## config.mk

```make
export PLATFORM = sky130hd
export DESIGN_NAME = servo_ctrl_multi
export DESIGN_NICKNAME = d
export VERILOG_FILES = /design/src/rtl/servo_pkg.sv /design/src/rtl/servo_pid_core.sv /design/src/rtl/servo_ctrl_multi.sv
export SDC_FILE = /design/constraint.sdc
export NUM_CORES = 1
export LEC_CHECK = 0
export ABC_AREA = 1
export CAP_MARGIN = 20
export CORE_UTILIZATION = 60
export DETAILED_ROUTE_END_ITERATION = 7
export GPL_ROUTABILITY_DRIVEN = 0
export PLACE_DENSITY = 0.8
export SYNTH_ARGS = -nofsm -noshare
export SYNTH_HDL_FRONTEND = slang
export SYNTH_SLANG_ARGS = --single-unit
```

## constraint.sdc

```tcl
create_clock -name clk -period 11.2 [get_ports clk]
set_clock_uncertainty 0.15 [all_clocks]
set_input_delay 1.68 -clock clk [delete_from_list [all_inputs] [get_ports clk]]
set_output_delay 1.68 -clock clk [all_outputs]
set_load 0.02 [all_outputs]
```

## src/rtl/servo_pkg.sv

```systemverilog
`default_nettype none
// ============================================================================
// Package  : servo_pkg
// Brief    : Shared types, state encodings and helpers for the multi-channel
//            servo controller.
// Revision : 1.0 - initial release
// ============================================================================
package servo_pkg;

  localparam int POS_W_DEF  = 12;
  localparam int DUTY_W_DEF = 18;
  localparam int ACC_W      = 32;

  typedef logic [POS_W_DEF-1:0]     pos_t;
  typedef logic [DUTY_W_DEF-1:0]    duty_t;
  typedef logic signed [ACC_W-1:0]  acc_t;

  // Sequencer states: one LOAD/CALC/WRITE triple per channel.
  typedef logic [2:0] seq_state_e;
  localparam seq_state_e c_seq_idle  = 3'd0;
  localparam seq_state_e c_seq_load  = 3'd1;
  localparam seq_state_e c_seq_calc  = 3'd2;
  localparam seq_state_e c_seq_write = 3'd3;
  localparam seq_state_e c_seq_done  = 3'd4;

  // Per-channel overcurrent supervisor states.
  typedef logic [1:0] flt_state_e;
  localparam flt_state_e c_flt_run      = 2'd0;
  localparam flt_state_e c_flt_fault    = 2'd1;
  localparam flt_state_e c_flt_cooldown = 2'd2;

  // Clamp v into [lo, hi].
  function automatic acc_t sat_clamp(input acc_t v, input acc_t lo, input acc_t hi);
    if (v < lo)      return lo;
    else if (v > hi) return hi;
    else             return v;
  endfunction

endpackage
`default_nettype wire

```

## src/rtl/servo_pid_core.sv

```systemverilog
`default_nettype none
// ============================================================================
// Module   : servo_pid_core
// Brief    : Combinational PID step for one channel: error, saturating
//            integrator, derivative, scaled sum and duty clamp.
// Revision : 1.0 - initial release
// ============================================================================
module servo_pid_core
  import servo_pkg::*;
#(
  parameter int               POS_W      = 12,
  parameter int               DUTY_W     = 18,
  parameter int               PWM_PERIOD = 200000,
  parameter logic signed [7:0] KP        = 8'sd8,
  parameter logic signed [7:0] KI        = 8'sd1,
  parameter logic signed [7:0] KD        = 8'sd2,
  parameter int               GAIN_SHIFT = 4,
  parameter int               INT_MAX    = 32767,
  parameter int               DUTY_MID   = 15000
) (
  input  logic [POS_W-1:0]        i_sp,
  input  logic [POS_W-1:0]        i_pos,
  input  acc_t                    i_integ,
  input  logic signed [POS_W:0]   i_prev_err,
  output logic signed [POS_W:0]   o_err,
  output acc_t                    o_integ,
  output logic [DUTY_W-1:0]       o_duty
);

  localparam acc_t c_kp       = acc_t'(KP);
  localparam acc_t c_ki       = acc_t'(KI);
  localparam acc_t c_kd       = acc_t'(KD);
  localparam acc_t c_int_max  = acc_t'(INT_MAX);
  localparam acc_t c_int_min  = -acc_t'(INT_MAX);
  localparam acc_t c_duty_mid = acc_t'(DUTY_MID);
  localparam acc_t c_duty_max = acc_t'(PWM_PERIOD);

  logic signed [POS_W:0] w_err;
  acc_t w_err_x, w_prev_x, w_integ, w_d, w_sum, w_u;

  // Error is formed one bit wider than the operands so it never wraps.
  assign w_err    = $signed({1'b0, i_sp}) - $signed({1'b0, i_pos});
  assign w_err_x  = acc_t'(w_err);
  assign w_prev_x = acc_t'(i_prev_err);
  assign w_integ  = sat_clamp(i_integ + w_err_x, c_int_min, c_int_max);
  assign w_d      = w_err_x - w_prev_x;
  assign w_sum    = c_kp * w_err_x + c_ki * w_integ + c_kd * w_d;
  assign w_u      = w_sum >>> GAIN_SHIFT;

  assign o_err   = w_err;
  assign o_integ = w_integ;
  assign o_duty  = DUTY_W'(sat_clamp(c_duty_mid + w_u, acc_t'(0), c_duty_max));

endmodule
`default_nettype wire

```

## src/rtl/servo_ctrl_multi.sv

```systemverilog
`default_nettype none
// ============================================================================
// Module   : servo_ctrl_multi
// Brief    : N-channel servo controller. A single time-shared PID datapath
//            updates every channel once per PWM period; per-channel
//            overcurrent supervisors force the drive off, cool down and retry.
// Config   : SERVO_SOFT_START_EN - slew-limit each setpoint by SLEW_STEP
//            counts per period before it reaches the PID.
// Revision : 1.0 - initial release
// ============================================================================
module servo_ctrl_multi
  import servo_pkg::*;
#(
  parameter int                N_CH       = 4,
  parameter int                POS_W      = 12,
  parameter int                DUTY_W     = 18,
  parameter int                PWM_PERIOD = 200000,
  parameter logic signed [7:0] KP         = 8'sd8,
  parameter logic signed [7:0] KI         = 8'sd1,
  parameter logic signed [7:0] KD         = 8'sd2,
  parameter int                GAIN_SHIFT = 4,
  parameter int                INT_MAX    = 32767,
  parameter int                DUTY_MID   = 15000,
  parameter int                OC_FILT    = 8,
  parameter int                COOLDOWN   = 4,
  parameter int                SLEW_STEP  = 16
) (
  input  logic                    clk,
  input  logic                    rst_n,
  input  logic [N_CH*POS_W-1:0]   setpoint,
  input  logic [N_CH*POS_W-1:0]   position,
  input  logic [N_CH*POS_W-1:0]   current,
  input  logic [POS_W-1:0]        i_limit,
  input  logic                    fault_clr,
  output logic [N_CH-1:0]         pwm_out,
  output logic [N_CH-1:0]         fault,
  output logic                    upd_done
);

  localparam int                  c_ch_w     = (N_CH > 1) ? $clog2(N_CH) : 1;
  localparam int                  c_oc_w     = $clog2(OC_FILT + 1);
  localparam int                  c_cd_w     = $clog2(COOLDOWN + 1);
  localparam logic [DUTY_W-1:0]   c_cnt_last = DUTY_W'(PWM_PERIOD - 1);
  localparam logic [c_ch_w-1:0]   c_ch_last  = c_ch_w'(N_CH - 1);

  if (PWM_PERIOD >= 2**DUTY_W || PWM_PERIOD <= 3*N_CH+2 || SLEW_STEP < 1) begin : g_bad_cfg
    $error("servo_ctrl_multi: unsupported parameter combination");
  end

  logic [POS_W-1:0]      w_sp_ch  [N_CH];
  logic [POS_W-1:0]      w_pos_ch [N_CH];
  logic [POS_W-1:0]      w_cur_ch [N_CH];
  logic [DUTY_W-1:0]     r_duty_act [N_CH];
  logic [DUTY_W-1:0]     r_duty_nxt [N_CH];
  acc_t                  r_integ    [N_CH];
  logic signed [POS_W:0] r_prev     [N_CH];
  logic [N_CH-1:0]       w_run, w_fault_st, w_trip;

  logic [DUTY_W-1:0]     r_cnt;
  logic                  w_wrap;
  seq_state_e            r_seq_state;
  logic [c_ch_w-1:0]     r_ch;
  logic [POS_W-1:0]      w_sp_use;

  logic [POS_W-1:0]      r_op_sp, r_op_pos;
  acc_t                  r_op_integ;
  logic signed [POS_W:0] r_op_prev;
  logic signed [POS_W:0] w_res_err, r_res_err;
  acc_t                  w_res_integ, r_res_integ;
  logic [DUTY_W-1:0]     w_res_duty, r_res_duty;

  assign w_wrap   = (r_cnt == c_cnt_last);
  assign upd_done = (r_seq_state == c_seq_done);

  // Free-running PWM period counter.
  always_ff @(posedge clk or negedge rst_n) begin
    if (!rst_n)      r_cnt <= '0;
    else if (w_wrap) r_cnt <= '0;
    else             r_cnt <= r_cnt + 1'b1;
  end

  for (genvar c = 0; c < N_CH; c++) begin : g_ch
    flt_state_e        r_state;
    logic [c_oc_w-1:0] r_oc_cnt;
    logic [c_cd_w-1:0] r_cd_cnt;
    logic              r_clr_pend;
    logic              w_over;

    assign w_sp_ch[c]    = setpoint[c*POS_W +: POS_W];
    assign w_pos_ch[c]   = position[c*POS_W +: POS_W];
    assign w_cur_ch[c]   = current[c*POS_W +: POS_W];
    assign w_over        = (w_cur_ch[c] > i_limit);
    assign w_run[c]      = (r_state == c_flt_run);
    assign w_fault_st[c] = (r_state == c_flt_fault);
    assign w_trip[c]     = w_run[c] && w_over && (r_oc_cnt == c_oc_w'(OC_FILT - 1));
    assign fault[c]      = !w_run[c];
    assign pwm_out[c]    = (r_cnt < r_duty_act[c]);

    // Overcurrent filter and RUN -> FAULT -> COOLDOWN -> RUN supervisor.
    always_ff @(posedge clk or negedge rst_n) begin
      if (!rst_n) begin
        r_state    <= c_flt_run;
        r_oc_cnt   <= '0;
        r_cd_cnt   <= '0;
        r_clr_pend <= 1'b0;
      end else begin
        case (r_state)
          c_flt_run: begin
            r_clr_pend <= 1'b0;
            r_cd_cnt   <= '0;
            if (w_trip[c]) begin
              r_state  <= c_flt_fault;
              r_oc_cnt <= '0;
            end else if (w_over) begin
              r_oc_cnt <= r_oc_cnt + 1'b1;
            end else begin
              r_oc_cnt <= '0;
            end
          end
          c_flt_fault: begin
            if (w_wrap) begin
              r_state  <= c_flt_cooldown;
              r_cd_cnt <= '0;
            end
          end
          c_flt_cooldown: begin
            if (fault_clr) r_clr_pend <= 1'b1;
            if (w_wrap) begin
              if (r_clr_pend || fault_clr || r_cd_cnt == c_cd_w'(COOLDOWN - 1)) begin
                r_state    <= c_flt_run;
                r_clr_pend <= 1'b0;
                r_cd_cnt   <= '0;
              end else begin
                r_cd_cnt <= r_cd_cnt + 1'b1;
              end
            end
          end
          default: r_state <= c_flt_run;
        endcase
      end
    end
  end

`ifdef SERVO_SOFT_START_EN
  logic [POS_W-1:0]   r_sp_eff [N_CH];
  logic [N_CH-1:0]    r_sp_vld;
  logic [POS_W:0]     w_eff_x, w_tgt_x;
  localparam logic [POS_W:0] c_slew = (POS_W+1)'(SLEW_STEP);

  // Slewed setpoint for the channel currently being loaded.
  always_comb begin
    w_eff_x  = {1'b0, r_sp_eff[r_ch]};
    w_tgt_x  = {1'b0, w_sp_ch[r_ch]};
    w_sp_use = w_sp_ch[r_ch];
    if (w_tgt_x > w_eff_x + c_slew)      w_sp_use = POS_W'(w_eff_x + c_slew);
    else if (w_tgt_x + c_slew < w_eff_x) w_sp_use = POS_W'(w_eff_x - c_slew);
  end

  // Effective setpoints: seeded from position after reset or while faulted.
  always_ff @(posedge clk or negedge rst_n) begin
    if (!rst_n) begin
      for (int c = 0; c < N_CH; c++) r_sp_eff[c] <= '0;
      r_sp_vld <= '0;
    end else begin
      for (int c = 0; c < N_CH; c++) begin
        if (!r_sp_vld[c] || !w_run[c] || w_trip[c]) begin
          r_sp_eff[c] <= w_pos_ch[c];
          r_sp_vld[c] <= 1'b1;
        end else if (r_seq_state == c_seq_load && r_ch == c_ch_w'(c)) begin
          r_sp_eff[c] <= w_sp_use;
        end
      end
    end
  end
`else
  assign w_sp_use = w_sp_ch[r_ch];
`endif

  // Sequencer plus operand/result pipeline around the shared PID core.
  always_ff @(posedge clk or negedge rst_n) begin
    if (!rst_n) begin
      r_seq_state <= c_seq_idle;
      r_ch        <= '0;
      r_op_sp     <= '0;
      r_op_pos    <= '0;
      r_op_integ  <= '0;
      r_op_prev   <= '0;
      r_res_err   <= '0;
      r_res_integ <= '0;
      r_res_duty  <= '0;
    end else begin
      case (r_seq_state)
        c_seq_idle: begin
          if (r_cnt == '0) begin
            r_seq_state <= c_seq_load;
            r_ch        <= '0;
          end
        end
        c_seq_load: begin
          r_op_sp     <= w_sp_use;
          r_op_pos    <= w_pos_ch[r_ch];
          r_op_integ  <= r_integ[r_ch];
          r_op_prev   <= r_prev[r_ch];
          r_seq_state <= c_seq_calc;
        end
        c_seq_calc: begin
          r_res_err   <= w_res_err;
          r_res_integ <= w_res_integ;
          r_res_duty  <= w_res_duty;
          r_seq_state <= c_seq_write;
        end
        c_seq_write: begin
          if (r_ch == c_ch_last) begin
            r_seq_state <= c_seq_done;
          end else begin
            r_ch        <= r_ch + 1'b1;
            r_seq_state <= c_seq_load;
          end
        end
        c_seq_done: r_seq_state <= c_seq_idle;
        default:    r_seq_state <= c_seq_idle;
      endcase
    end
  end

  // Per-channel duty and PID state; a fault overrides the sequencer write.
  always_ff @(posedge clk or negedge rst_n) begin
    if (!rst_n) begin
      for (int c = 0; c < N_CH; c++) begin
        r_duty_act[c] <= '0;
        r_duty_nxt[c] <= '0;
        r_integ[c]    <= '0;
        r_prev[c]     <= '0;
      end
    end else begin
      for (int c = 0; c < N_CH; c++) begin
        if (w_wrap) r_duty_act[c] <= r_duty_nxt[c];
        if (r_seq_state == c_seq_write && r_ch == c_ch_w'(c)) begin
          if (w_run[c]) begin
            r_duty_nxt[c] <= r_res_duty;
            r_integ[c]    <= r_res_integ;
            r_prev[c]     <= r_res_err;
          end else begin
            r_duty_nxt[c] <= '0;
            r_integ[c]    <= '0;
            r_prev[c]     <= '0;
          end
        end
        if (w_trip[c] || w_fault_st[c]) begin
          r_duty_act[c] <= '0;
          r_duty_nxt[c] <= '0;
          r_integ[c]    <= '0;
          r_prev[c]     <= '0;
        end
      end
    end
  end

  servo_pid_core #(
    .POS_W      (POS_W),
    .DUTY_W     (DUTY_W),
    .PWM_PERIOD (PWM_PERIOD),
    .KP         (KP),
    .KI         (KI),
    .KD         (KD),
    .GAIN_SHIFT (GAIN_SHIFT),
    .INT_MAX    (INT_MAX),
    .DUTY_MID   (DUTY_MID)
  ) u_pid (
    .i_sp       (r_op_sp),
    .i_pos      (r_op_pos),
    .i_integ    (r_op_integ),
    .i_prev_err (r_op_prev),
    .o_err      (w_res_err),
    .o_integ    (w_res_integ),
    .o_duty     (w_res_duty)
  );

endmodule
`default_nettype wire
```

# --- Yosys cells after proc, flatten, opt, wreduce, memory -nomap -nowiden ---
# Index checks and enable logic that the tools add are counted.
word_totals:
  regBits: 519
  out_inout_bits: 9
  elab_cells: 296
classes:
  addsub: 16
  order_cmp: 13
  n_eq_ne: 42
  mux: 121
  bitwise_logic: 1
  n_reduce_logical: 61
ops:
  columns: ["op", "n"]
  rows:
  - ["$mux W32", 16]
  - ["$mux W18", 23]
  - ["$mux W13", 14]
  - ["$lt A18 B18 Y1", 4]
  - ["$bmux W32 S2", 1]
  - ["$bmux W12 S2", 2]
  - ["$gt A12 B12 Y1", 4]
  - ["$mux W12", 4]
  - ["$pmux W3 S3", 4]
  - ["$mux W3", 11]
  - ["$add A16 B32 Y32", 1]
  - ["$add A32 B13 Y32", 1]
  - ["$add A32 B15 Y32", 1]
  - ["$gt A32 B16 Y1 const B", 1]
  - ["$lt A32 B16 Y1 const B", 1]
  - ["$mux W4", 8]
  - ["$mux W2", 15]
  - ["$add A15 B28 Y29 const A", 1]
  - ["$gt A29 B19 Y1 const B", 1]
  - ["$lt A29 B1 Y1 const B", 1]
  - ["$bmux W13 S2", 1]
  - ["$reduce_bool A2 Y1", 13]
  - ["$pmux W2 S3", 4]
  - ["$ne A2 B2 Y1 const B", 10]
  - ["other kinds (29)", 112]

# --- Depth between registers and ports, before layout ---
depth:
  ltp_word: 11
  ltp_mapped: 65

# --- Cells and area by module ---
# From an unflattened synthesis, not the netlist that was laid out.
unflattened:
  hier_cells: 5052
  hier_area_um2: 36007.0
by_module_without_submodules:
  columns: ["module", "instances", "cells_each", "area_per_inst_um2", "seq_area_each_um2"]
  rows:
  - ["servo_ctrl_multi", 1, 3577, 28128.2, 12987.5]
  - ["servo_pid_core", 1, 1475, 7878.8, 0.0]

# --- Least setup slack after synthesis ---
# Ideal clock, no wire load.
synth_timing:
  path_type: "register -> register"
  startpoint: "register r_op_sp[9]"
  endpoint: "register r_res_duty[0]"
  setup_ps: 118
  t_arrival_ps: 7510
  path_slack_ps: 3423
  stages_incl_launch_ff: 44
  path_buffers: 1
  cell_sequence: "dfrtp_1 ha_1 a21oi_1 nor2_1 a211oi_1 nand3_2 inv_1 ha_1 nand2_1 inv_1 nand2_1 nand2_1 a21oi_1 nand3_2 nand3_2 nand4_4 xor2_4 inv_2 [8 not listed] inv_1 nand2_1 nand2_1 nand2_1 ha_1 nor2_1 nand3_1 inv_2 nand2_2 nand3_4 nand2_1 xnor2_1 nand2_1 nor2_1 nor2_4 nand3_2 nand3b_1 nand2_1"
synth_between:
  elab_chain_cells: 11
  word_cells_on_any_way: 14
synth_lines:
  columns: ["item", "line_no", "rtl"]
  rows:
  - ["from (decl)", "servo_ctrl_multi.sv:65", "logic [POS_W-1:0] r_op_sp, r_op_pos;"]
  - ["from (signal assigned)", "servo_ctrl_multi.sv:200", "r_op_sp <= w_sp_use;"]
  - ["$sub A12 B12 Y13 *", "servo_pid_core.sv:42", "assign w_err = $signed({1'b0, i_sp}) - $signed({1'b0, i_pos});"]
  - ["via u_pid.o_err[12]", "servo_pid_core.sv:25", "output logic signed [POS_W:0] o_err,"]
  - ["$add A32 B13 Y32 *", "servo_pid_core.sv:45", "assign w_integ = sat_clamp(i_integ + w_err_x, c_int_min, c_int_max);"]
  - ["$gt A32 B16 Y1", "servo_pkg.sv:35", "else if (v > hi) return hi;"]
  - ["$mux W32", "servo_pkg.sv:35", null]
  - ["$mux W32 *", "servo_pkg.sv:34", "if (v < lo) return lo;"]
  - ["via u_pid.o_integ[15]", "servo_pid_core.sv:26", "output acc_t o_integ,"]
  - ["$add A16 B32 Y32 *", "servo_pid_core.sv:47", "assign w_sum = c_kp * w_err_x + c_ki * w_integ + c_kd * w_d;"]
  - ["$add A32 B15 Y32 *", "servo_pid_core.sv:47", null]
  - ["$add A15 B28 Y29 *", "servo_pid_core.sv:52", "assign o_duty = DUTY_W'(sat_clamp(c_duty_mid + w_u, acc_t'(0), c_duty_max));"]
  - ["$gt A29 B19 Y1", "servo_pkg.sv:35", null]
  - ["$mux W18", "servo_pkg.sv:35", null]
  - ["$mux W18 *", "servo_pkg.sv:34", null]
  - ["to (signal assigned)", "servo_ctrl_multi.sv:209", "r_res_duty <= w_res_duty;"]
  - ["to (decl)", "servo_ctrl_multi.sv:70", "logic [DUTY_W-1:0] w_res_duty, r_res_duty;"]
# Mark *: on every way through the listed nets, which the timed path passes. The rest lies on a longest branch.
# A chain may end at the register's enable or synchronous reset.

# --- Worst setup path after layout ---
layout_timing:
  startpoint: "register r_op_sp[9]"
  endpoint: "register r_res_duty[11]"
# Same word-level chain as after synthesis.

==> summary.txt <==
Setup path
  – Crit Path Class: flop to flop
  – Crit path max-delay family: simple AND/OR/NAND/NOR gates
  – Arr. time, crit path: between 9 and 10 ns
  – R2R Path Start: r_op_sp[9]
  – Critical path startpoint: r_op_sp[9]
  – Worst Setup End Kind: flop
  – CP max stage cell: inv_1
  – Crit-path max FO: 23
  – Crit path largest cell delay: between 0.9 and 1 ns
  – Most frequent CP cell: nand2_1
  – Startpoint type of the worst setup path: flop
  – Critical Path RT: 11.57 ns
  – CP Buf/Inv Count: 6

Global routing
  – First-pass GRT wire length: 147,000 um
  – Vias in the first global route: 28.9k
  – Initial antenna violation count: 0
  – Largest net degree at the start of global routing: 154
  – GR Util All Layers: between 30% and 40%
  – Grt ovf: 0

Floorplan
  – Die width: between 200 and 250 um
  – Initial Util: 61.1%
  – Core area: 54,100 um^2
  – Rows: between 80 and 90
  – Die area: 56,100 um^2
  – I/O Pins: 168
  – Die Span Y: 237 um

Synth
  – Ys async rst share: between 90% and 100%
  – Top FF cell, synth: dfrtp_1
  – Seq/Total Area, Yosys: 39.3%
  – Mapped Cells: around 4.4k
  – Syn nets: 4,784
  – Synth warn: 0
  – Seq cells post-synth: 519
  – Post-synth EDFFs: 0
  – Synthesized area: approximately 33,000 um^2
  – Most numerous cell in the Yosys netlist: nand2_1
  – Synth area leader: dfrtp_1
  – Top cells by count, synth: nand2_1, inv_1, dfrtp_1
  – Avg Cell Area, Syn: 7.56 um^2
  – Synth area leaders: dfrtp_1, nand2_1, ha_1, inv_1, o21ai_0
  – Area share of the largest cell type after synthesis: 39.3%
  – Synth unique cells: 60

Timing
  – Final Hold Vio Count: 0
  – Max Fclk: 106 MHz
  – Minimum clock period after layout: 9.43 ns
  – Fin Setup TNS: 0 ns
  – Relative slew slack: 23.0%
  – Final setup fails: 0
  – Fin crit share: a little over four fifths
  – RSZ-0062 raised after global routing: false
  – Slew Limit Fails: 0
  – Measured slew at the worst slew-check pin: between 1 and 1.5 ns

Detailed routing
  – WL/cell: 17.5 um
  – DRT Pass-1 Iters: 6
  – Routed Antenna Nets: 0
  – DR vias/cell: 5.75
  – DR vias: 29.9k
  – Drt initial violations: 2,658
  – Residual DRC: 0
  – Final wirelength: just over 90,000 um

CTS
  – Reg clk slew, reported paths: 0.06 ns
  – Post-cts hold buffer count: 0
  – Clock Sinks: between 500 and 600
  – PostCTS Resize Cnt: 0
  – Setup Buffers After CTS: 0
  – CTS HTree Levels: 2
  – CTS tree: yes
  – Max Root-Sink Buffers: 3
  – Clock tree root buffer cell: clkbuf_16
  – Num CTS Buffers: 54
  – Worst-Skew Late Latency: 0.62 ns

Layout
  – Fill count: 4,466
  – Post-Layout Cell Count: 5,191
  – Layout cell share with drive strength beyond 1: 5.18%
  – Number of diodes: 0
  – Nets: 4,861
  – Synth-to-Final Area Change: 12.4%
  – Post-route cell area: 37,200 um^2
  – Fin util: 68.7%

Flow run
  – Max-cap violation count: 0

Placement
  – Dpl hpwl: 60,900 um
  – Cell Area, Placed: 35,300 um^2
  – I/O Buffers: 167
  – Placed insts: around 5.1k

Hold path
  – Hold path startpoint: r_cnt[0]
  – Hold crit path type: flop to flop

Run status
  – Outcome: completed
## worst register-to-register path, delay by kind of cell, from the launching register on
kind,cells,cell delay [ns]
and+or+nand+nor,20,3.06
AOI/OAI and AO/OA,9,2.04
adders and majority gates,4,1.90
buffers and inverters,6,1.40
DFF,1,0.39
xor gates and xnor gates,1,0.37
## metrics by stage
| stage | worst slack, ns | hold slack (ns) |
|---|---|---|
| 2_1_floorplan | 3.42 | 0.282 |
| 3_3_place_gp | 2.14 | 0.305 |
| 3_5_place_dp | 1.86 | 0.312 |
| 4_1_cts | 1.86 | 0.320 |
| 5_1_grt | 1.11 | 0.350 |
| 6_report | 1.77 | 0.322 |
## layout by cell type, fill, tap and decap left out, drive strengths merged, types with 50 or more instances in the layout
master / synthesis / final
a21oi: 285 / 285
clkbuf: 163 / 72
clkdlybuf4s50: 0 / 166
dfrtp: 519 / 519
ha: 220 / 220
inv: 740 / 742
nand2: 872 / 872
nand3: 441 / 441
nor2: 226 / 226
o21ai: 529 / 529
xor2: 50 / 50
## state kept, by name, indices dropped and copies added, names as in the netlist, 18 cells and up
| name | cells |
|---|---|
| r_integ | 128 |
| r_duty_act | 72 |
| r_duty_nxt | 72 |
| r_prev | 52 |
| r_op_integ | 32 |
| r_res_integ | 32 |
| r_cnt | 18 |
| r_res_duty | 18 |
## routing by layer
layer	vias up	wire, um	GRT usage (%)
li1	14400	-	-
met1	14100	38500	43.0
met2	1111	42100	53.4
met3	253	6610	5.36
met4	0	3670	13.9
met5	-	0	0
## cells by family after synthesis
kind of cell	share of synthesized area, %
buf+inv	10.3
simple gates	22.1
compound gates	15.6
fa+ha+maj	10.2
mux	0.435
xor+xnor	2.04
flops	39.3
## path summary, 6_finish.rpt
kind	endpoint	slack, ns	cells after the start
setup / recovery	r_res_duty[11]	1.77	40
hold / removal	r_cnt[0]	0.32	1
setup reg to reg	r_res_duty[11]	1.77	40
hold reg to reg	r_cnt[0]	0.32	1
max in group asynchronous	r_integ[104]	8.08	3
min in group asynchronous	g_ch[1].r_oc_cnt[2]	0.89	1
## layout make-up
type                            instances  area [um^2]  share of cell area (%)
Sequential cell                       519        13000                    34.9
Clock buffer                           72         1530                    4.12
Clock inverter                         28          372                    1.00
Multi-Input combinational cell       2944        16700                    45.0
Timing Repair Buffer                  191         1880                    5.06
Tap cell                              696          871                    2.34
Inverter                              741         2780                    7.49
Power is not shown: default switching activity piles up to over one toggle a cycle in this logic, so the estimate is an artifact.
